<file path="src/rtl/cp0_defs.sv">
// Shared CP0 constants: register numbers, exception-encoder codes, ExcCode values,
// writable-bit masks and the code-to-ExcCode mapping.
package cp0_defs;

    localparam logic [4:0] REG_BADVADDR = 5'd8;
    localparam logic [4:0] REG_COUNT    = 5'd9;
    localparam logic [4:0] REG_COMPARE  = 5'd11;
    localparam logic [4:0] REG_STATUS   = 5'd12;
    localparam logic [4:0] REG_CAUSE    = 5'd13;
    localparam logic [4:0] REG_EPC      = 5'd14;
    localparam logic [4:0] REG_PRID     = 5'd15;

    localparam logic [31:0] ET_INT  = 32'h0000_0001;
    localparam logic [31:0] ET_ADEL = 32'h0000_0004;
    localparam logic [31:0] ET_ADES = 32'h0000_0005;
    localparam logic [31:0] ET_SYS  = 32'h0000_0008;
    localparam logic [31:0] ET_BP   = 32'h0000_0009;
    localparam logic [31:0] ET_RI   = 32'h0000_000A;
    localparam logic [31:0] ET_OV   = 32'h0000_000C;
    localparam logic [31:0] ET_ERET = 32'h0000_000E;

    localparam logic [4:0] EC_INT  = 5'h00;
    localparam logic [4:0] EC_ADEL = 5'h04;
    localparam logic [4:0] EC_ADES = 5'h05;
    localparam logic [4:0] EC_SYS  = 5'h08;
    localparam logic [4:0] EC_BP   = 5'h09;
    localparam logic [4:0] EC_RI   = 5'h0A;
    localparam logic [4:0] EC_OV   = 5'h0C;

    localparam logic [31:0] STATUS_WMASK = 32'h0000_FF03;
    localparam logic [31:0] STATUS_BEV   = 32'h0040_0000;
    localparam logic [31:0] CAUSE_WMASK  = 32'h0000_0300;

    // Unrecognised nonzero codes are reported as reserved instruction.
    function automatic logic [4:0] exc_code(input logic [31:0] et);
        case (et)
            ET_INT:  exc_code = EC_INT;
            ET_ADEL: exc_code = EC_ADEL;
            ET_ADES: exc_code = EC_ADES;
            ET_SYS:  exc_code = EC_SYS;
            ET_BP:   exc_code = EC_BP;
            ET_OV:   exc_code = EC_OV;
            default: exc_code = EC_RI;
        endcase
    endfunction

endpackage

</file>
<file path="src/rtl/cp0_timer.sv">
// Count/Compare timer: Count advances every second clk, TI latches one cycle after a match.
// Register writes take effect on the next edge; no backpressure.
module cp0_timer (
    input  logic        clk,
    input  logic        rst_n,
    input  logic        count_we,
    input  logic        compare_we,
    input  logic [31:0] wdata,
    output logic [31:0] count,
    output logic [31:0] compare,
    output logic        ti
);

    logic tick;

    always_ff @(posedge clk or negedge rst_n) begin
        if (!rst_n) begin
            tick    <= 1'b0;
            count   <= '0;
            compare <= '0;
            ti      <= 1'b0;
        end else begin
            tick <= ~tick;
            if (count_we)
                count <= wdata;
            else if (tick)
                count <= count + 32'd1;
            if (compare_we)
                compare <= wdata;
            // Rewriting Compare acknowledges the interrupt, even against a fresh match.
            if (compare_we)
                ti <= 1'b0;
            else if (count == compare)
                ti <= 1'b1;
        end
    end

endmodule

</file>
<file path="src/rtl/cp0_reg.sv">
// CP0 register file: exception capture, MTC0/MFC0, flush/redirect; updates one cycle after inputs,
// flush_o/newpc_o/data_o combinational, no backpressure. Timer present only with CP0_TIMER_EN.
module cp0_reg
    import cp0_defs::*;
#(
    parameter logic [31:0] EXC_VECTOR = 32'hBFC0_0380,
    parameter logic [31:0] PRID_VAL   = 32'h0000_4220
) (
    input  logic        clk,
    input  logic        rst_n,
    input  logic        we_i,
    input  logic [4:0]  waddr_i,
    input  logic [31:0] wdata_i,
    input  logic [4:0]  raddr_i,
    input  logic [5:0]  int_i,
    input  logic [31:0] excepttype_i,
    input  logic [31:0] pc_i,
    input  logic        is_in_delayslot_i,
    input  logic [31:0] bad_addr_i,
    output logic [31:0] data_o,
    output logic [31:0] status_o,
    output logic [31:0] cause_o,
    output logic [31:0] epc_o,
    output logic [31:0] badvaddr_o,
    output logic        timer_int_o,
    output logic        flush_o,
    output logic [31:0] newpc_o
);

    logic        is_exc;
    logic        is_eret;
    logic        mtc0;
    logic [31:0] status_r;
    logic [31:0] epc_r;
    logic [31:0] badvaddr_r;
    logic        bd;
    logic [1:0]  ip_sw;
    logic [5:0]  int_q;
    logic [4:0]  exccode;
    logic [31:0] count;
    logic [31:0] compare;
    logic        ti;

    assign is_exc  = (excepttype_i != '0);
    assign is_eret = (excepttype_i == ET_ERET);
    // An MTC0 sharing a cycle with an exception belongs to a flushed instruction.
    assign mtc0    = we_i & ~is_exc;

`ifdef CP0_TIMER_EN
    cp0_timer u_timer (
        .clk        (clk),
        .rst_n      (rst_n),
        .count_we   (mtc0 && (waddr_i == REG_COUNT)),
        .compare_we (mtc0 && (waddr_i == REG_COMPARE)),
        .wdata      (wdata_i),
        .count      (count),
        .compare    (compare),
        .ti         (ti)
    );
`else
    assign count   = '0;
    assign compare = '0;
    assign ti      = 1'b0;
`endif

    always_ff @(posedge clk or negedge rst_n) begin
        if (!rst_n) begin
            status_r   <= STATUS_BEV;
            epc_r      <= '0;
            badvaddr_r <= '0;
            bd         <= 1'b0;
            ip_sw      <= '0;
            int_q      <= '0;
            exccode    <= '0;
        end else begin
            int_q <= int_i;
            if (is_exc && !is_eret) begin
                if (!status_r[1]) begin
                    epc_r <= is_in_delayslot_i ? (pc_i - 32'd4) : pc_i;
                    bd    <= is_in_delayslot_i;
                end
                status_r[1] <= 1'b1;
                exccode     <= exc_code(excepttype_i);
                if (excepttype_i == ET_ADEL || excepttype_i == ET_ADES)
                    badvaddr_r <= bad_addr_i;
            end else if (is_eret) begin
                status_r[1] <= 1'b0;
            end else if (mtc0) begin
                case (waddr_i)
                    REG_STATUS:   status_r   <= (wdata_i & STATUS_WMASK) | STATUS_BEV;
                    REG_CAUSE:    ip_sw      <= wdata_i[9:8] & CAUSE_WMASK[9:8];
                    REG_EPC:      epc_r      <= wdata_i;
                    REG_BADVADDR: badvaddr_r <= wdata_i;
                    default:      ;
                endcase
            end
        end
    end

    assign status_o    = status_r;
    assign epc_o       = epc_r;
    assign badvaddr_o  = badvaddr_r;
    assign timer_int_o = ti;
    assign cause_o     = {bd, ti, 14'd0, int_q[5] | ti, int_q[4:0], ip_sw, 1'b0, exccode, 2'b00};
    assign flush_o     = is_exc;
    assign newpc_o     = is_eret ? epc_r : EXC_VECTOR;

    always_comb begin
        data_o = '0;
        case (raddr_i)
            REG_BADVADDR: data_o = badvaddr_r;
            REG_COUNT:    data_o = count;
            REG_COMPARE:  data_o = compare;
            REG_STATUS:   data_o = status_o;
            REG_CAUSE:    data_o = cause_o;
            REG_EPC:      data_o = epc_r;
            REG_PRID:     data_o = PRID_VAL;
            default:      data_o = '0;
        endcase
    end

endmodule

</file>
<file path="config.mk">
export PLATFORM = sky130hd
export DESIGN_NAME = cp0_reg
export DESIGN_NICKNAME = d
export VERILOG_FILES = /design/src/rtl/cp0_defs.sv /design/src/rtl/cp0_timer.sv /design/src/rtl/cp0_reg.sv
export SDC_FILE = /design/constraint.sdc
export NUM_CORES = 1
export LEC_CHECK = 0
export BUFFER_PORTS_ARGS = -buffer_cell sky130_fd_sc_hd__buf_4
export CORE_ASPECT_RATIO = 0.75
export CORE_MARGIN = 2
export CORE_UTILIZATION = 35
export CTS_BUF_LIST = sky130_fd_sc_hd__clkbuf_8
export CTS_CLUSTER_SIZE = 40
export DETAILED_ROUTE_END_ITERATION = 16
export GPL_ROUTABILITY_DRIVEN = 0
export PLACE_DENSITY = 0.68
export SLEW_MARGIN = 0
export SYNTH_ARGS = -nofsm -noshare
export SYNTH_HDL_FRONTEND = slang
export SYNTH_SLANG_ARGS = --single-unit
</file>
<file path="constraint.sdc">
create_clock -name clk -period 5.5 [get_ports clk]
set_input_delay 0.825 -clock clk [delete_from_list [all_inputs] [get_ports clk]]
set_output_delay 0.825 -clock clk [all_outputs]
set_load 0.01 [all_outputs]
</file>
## Yosys cells after proc, flatten, opt, wreduce, memory -nomap -nowiden

Cells that the tools add are included.

- Register bits: 88
- Word-level logic and storage cells: 66

- Add/sub/neg operators: 1
- Eq/ne operators: 19
- Multiplexer cells: 18
- Bitwise gates (word level): 5
- Reductions and logical operators: 15

Operators with widths:

| cell | number |
|---|---|
| $mux 32 | 12 |
| $pmux 32 s5 | 1 |
| $eq 32x4->1 const B | 4 |
| $eq 32x3->1 const B | 2 |
| $eq 5x4->1 const B | 9 |
| $eq 32x1->1 const B | 1 |
| $reduce_bool 32->1 | 1 |
| $sub 32x3->32 const B | 1 |
| $pmux 4 s6 | 1 |
| $reduce_and 4->1 | 4 |
| $reduce_bool 2->1 | 3 |
| $reduce_bool 3->1 | 2 |
| $mux 2 | 2 |
| $ne 2x1->1 const B | 2 |
| $not 1->1 | 4 |
| $reduce_and 2->1 | 2 |
| $mux 1 | 2 |
| $ne 2x2->1 const B | 1 |
| $and 1x1->1 | 1 |
| $logic_and 1x1->1 | 1 |
| $logic_not 1->1 | 1 |
| $logic_or 1x1->1 | 1 |

## Longest topological paths before layout

- Depth after elaboration: 6
- Mapped depth: 9
- Depth with buffers taken out: 7

## Least setup slack after synthesis

No wires, ideal clock.

- Path type: in2out
- Start point: in excepttype_i[17]
- End point: out newpc_o[22]
- Data arrival time: 2.712 ns
- Data required time: 4.675 ns
- Setup slack: 1.963 ns
- Stages on the path: 7
- Path through: nor4_1 > nand4_1 > or2_2 > clkbuf_1 > nor4_1 > clkbuf_1 > nand2b_1

- Cells in the longest elaborated chain, start to end: 2

RTL lines:

| item | line | RTL |
|---|---|---|
| from (decl) | cp0_reg.sv:16 | `input logic [31:0] excepttype_i,` |
| $eq 32x4->1 | cp0_reg.sv:45 | `assign is_eret = (excepttype_i == ET_ERET);` |
| $mux 32 | cp0_reg.sv:106 | `assign newpc_o = is_eret ? epc_r : EXC_VECTOR;` |
| to (decl) | cp0_reg.sv:27 | `output logic [31:0] newpc_o` |

No other way between the ends.

## Final worst setup path

- Start point: in excepttype_i[10]
- End point: out newpc_o[15]

Same word-level chain as after synthesis.

==> flow_summary.ini <==
[drt]
route.vias.total = 5634
ant_nets = 0
drc = 0
via_per_inst = 5.28
wl_mm = 21.2
drt_iter0_drc = 405
dr.pass1.iters = 7
wl_per_cell_um = 19.9

[grt]
grt_overflow_total = 0
grt_usage = 0.227
antenna_found_initial = 1
grt_first_pass_wirelength_mm = 31.0
grt-busiest-layer = met2
grtUsageMet3 = 0.0627
grt_max_degree = 66
met1_usage = 0.314
use_met2 = 0.363
grt_pass1_vias = 5198

[timing]
fmax_mhz = 245
tns_ns = 0
timing.final.ws_setup_ns = 1.41
rsz0062_at_grt = no
skew_ns = 0.0183
finalCritPeriodShare = 0.743
finalMaxSlewViolations = 0
fin_crit_ns = 4.09
slew_headroom = 0.214
tightest_slew_ns = 1.17
report.final.hold_viol_count = 0
setup_viol = 0

[synth]
synth.avg_cell_area_um2 = 10.4
synth_flop_cell = dfrtp_1
synth-edff-count = 0
synth_cells = 570
ys_types = 52
async_flop_share = 1.00
ys_seq_elements = 87
yosys_warnings = 0
synth_top_area_share = 0.369
yosysTopAreaCell = dfrtp_1
yosysMostFrequentCell = mux2_2
netlist_top_cells_area = dfrtp_1 37%, mux2_2 17%, mux2_1 6.1%
syn_area_um2 = 5900
yosysSeqAreaShare = 0.369
synthTopCellsByCount = 91 x mux2_2, 87 x dfrtp_1, 44 x buf_4, 32 x mux2_1, 31 x nor4_1

[placed_design]
pre_cts_ws_ns = 1.48
dp.cells = 1052
dp_hpwl_mm = 16.2
port_buffers = 299

[clock_network]
numCtsBuffers = 9
ctsResizeCount = 0
cts_buffer_depth = 2
cts_root_buffer = clkbuf_8
path_clk_slew_ns = 0.08
holdBufCountCts = 0
cts_tree = yes
cts.repair_timing.setup_buffer_count = 0
cts_max_level = 3
cts_sinks = 87
clkLatencyLatePin_ns = 0.37

[job]
maxCapViolCount = 0

[floorplanning]
die-area_um2 = 17900
pin_count = 342
die_w_um = 154
die_y_um = 116
initial_core_util = 0.354
core_um2 = 16700
fp-row-count = 41

[final_layout]
final_nets = 997
syn2layout_area_growth_pct = 42.0
stdcell_count = 1068
layout-drive-gt1-share = 0.510
nFillCells = 1603
multiInputGateArea_um2 = 3360
utilization = 0.503
regArea_um2 = 2180
num_antenna_cells = 0

[worst_setup_path]
required_ns = 4.68
end_kind = output pin
cp-start-kind = input pin
arrival_ns = 3.26
path_max_fanout = 32
worst-setup-path-type = input pin to output pin

[power]
leakagePower_nw = 4.13
p_per_area_nw_per_um2 = 157
pwr-share-clk = 0.365
seqPwrFrac = 0.487
internal-power_w = 0.000976
power_frac_comb = 0.148
p_sw_frac = 0.260
max-vdd-ir-drop_uv = 100
finalPower_w = 0.00132
switchingPower_w = 0.000343

[min_path]
min_path_type = input pin to async pin

[run_status]
status = finished, final reports clean
-- logic make-up (layout without fill, tap and decap cells) --
family | Yosys count | after routing | share of synthesized area
DFF | 87 | 87 | 0.369
other | 2 | 42 | 0.00127
AOI/OAI and AO/OA | 81 | 81 | 0.106
and+or+nand+nor | 168 | 168 | 0.172
buffers and inverters | 94 | 337 | 0.0943
muxes | 124 | 124 | 0.236
adders and majority gates | 1 | 1 | 0.00212
xor gates and xnor gates | 13 | 13 | 0.0193
-- sequential cells by signal, summed over array words and instances, names as in the netlist --
register,count
status_o,10
bd,1
int_q,6
badvaddr_o,32
ip_sw,2
exccode,4
epc_o,32
-- worst paths after layout --
kind                                   from  slack (ns)  depth (start not counted)              to
max                        excepttype_i[10]        1.41                          9     newpc_o[15]
min                                   rst_n        0.47                          1  badvaddr_o[16]
max reg2reg                     status_o[1]        3.47                          4       epc_o[15]
min reg2reg                        ip_sw[0]        0.55                          1        ip_sw[0]
max in group asynchronous             rst_n        4.02                          2  badvaddr_o[31]
min in group clk                   ip_sw[0]        0.55                          1        ip_sw[0]
-- metrics by stage --
stage,hold slack [ns],area (um2)
2_1_floorplan,0.504,6050
3_3_place_gp,0.522,8180
3_5_place_dp,0.528,8180
4_1_cts,0.473,8390
5_1_grt,0.486,8390
6_report,0.472,8390
-- power by group through the flow --
stage | sequential (W) | combinational, W | clock (W)
2_1_floorplan | 0.000656 | 0.0000842 | 0
3_3_place_gp | 0.000655 | 0.000192 | 0
3_5_place_dp | 0.000655 | 0.000195 | 0
4_1_cts | 0.000643 | 0.000195 | 0.000494
5_1_grt | 0.000643 | 0.000214 | 0.000524
6_report | 0.000643 | 0.000195 | 0.000482
-- critical path, stage by stage --
cell     delay (ns)
buf_4          0.11
nor4_1         0.43
nand4_1        0.16
buf_4          0.25
or2_2          0.42
nor4_2         0.32
buf_4          0.43
and2_1         0.19
buf_4          0.11
-- cells in the final DEF, fill, tap and decap left out, types with 12 or more instances in the layout --
master / count
buf_4: 310
mux2_2: 91
dfrtp_1: 87
conb_1: 42
mux2_1: 32
nor4_1: 29
nand2_1: 21
and2_1: 21
a22o_1: 17
a31oi_1: 17
nor2_1: 16
or4_1: 16
nand2b_1: 15
inv_1: 12
a222oi_1: 12
-- metal layers --
layer	wire, um	vias to the layer above
li1	-	2621
met4	192	2
met3	1780	16
met1	9460	2724
met5	17	-
met2	9770	271
-- area by class of cell --
type | instances | area share
repair buffers | 310 | 0.278
inverters | 11 | 0.00492
clock buffers | 11 | 0.0181
well taps | 215 | 0.0321
clock inverters | 5 | 0.00686
multi-input cells | 429 | 0.401
flip-flops and latches | 87 | 0.260
(Power assumes the default switching activity.)
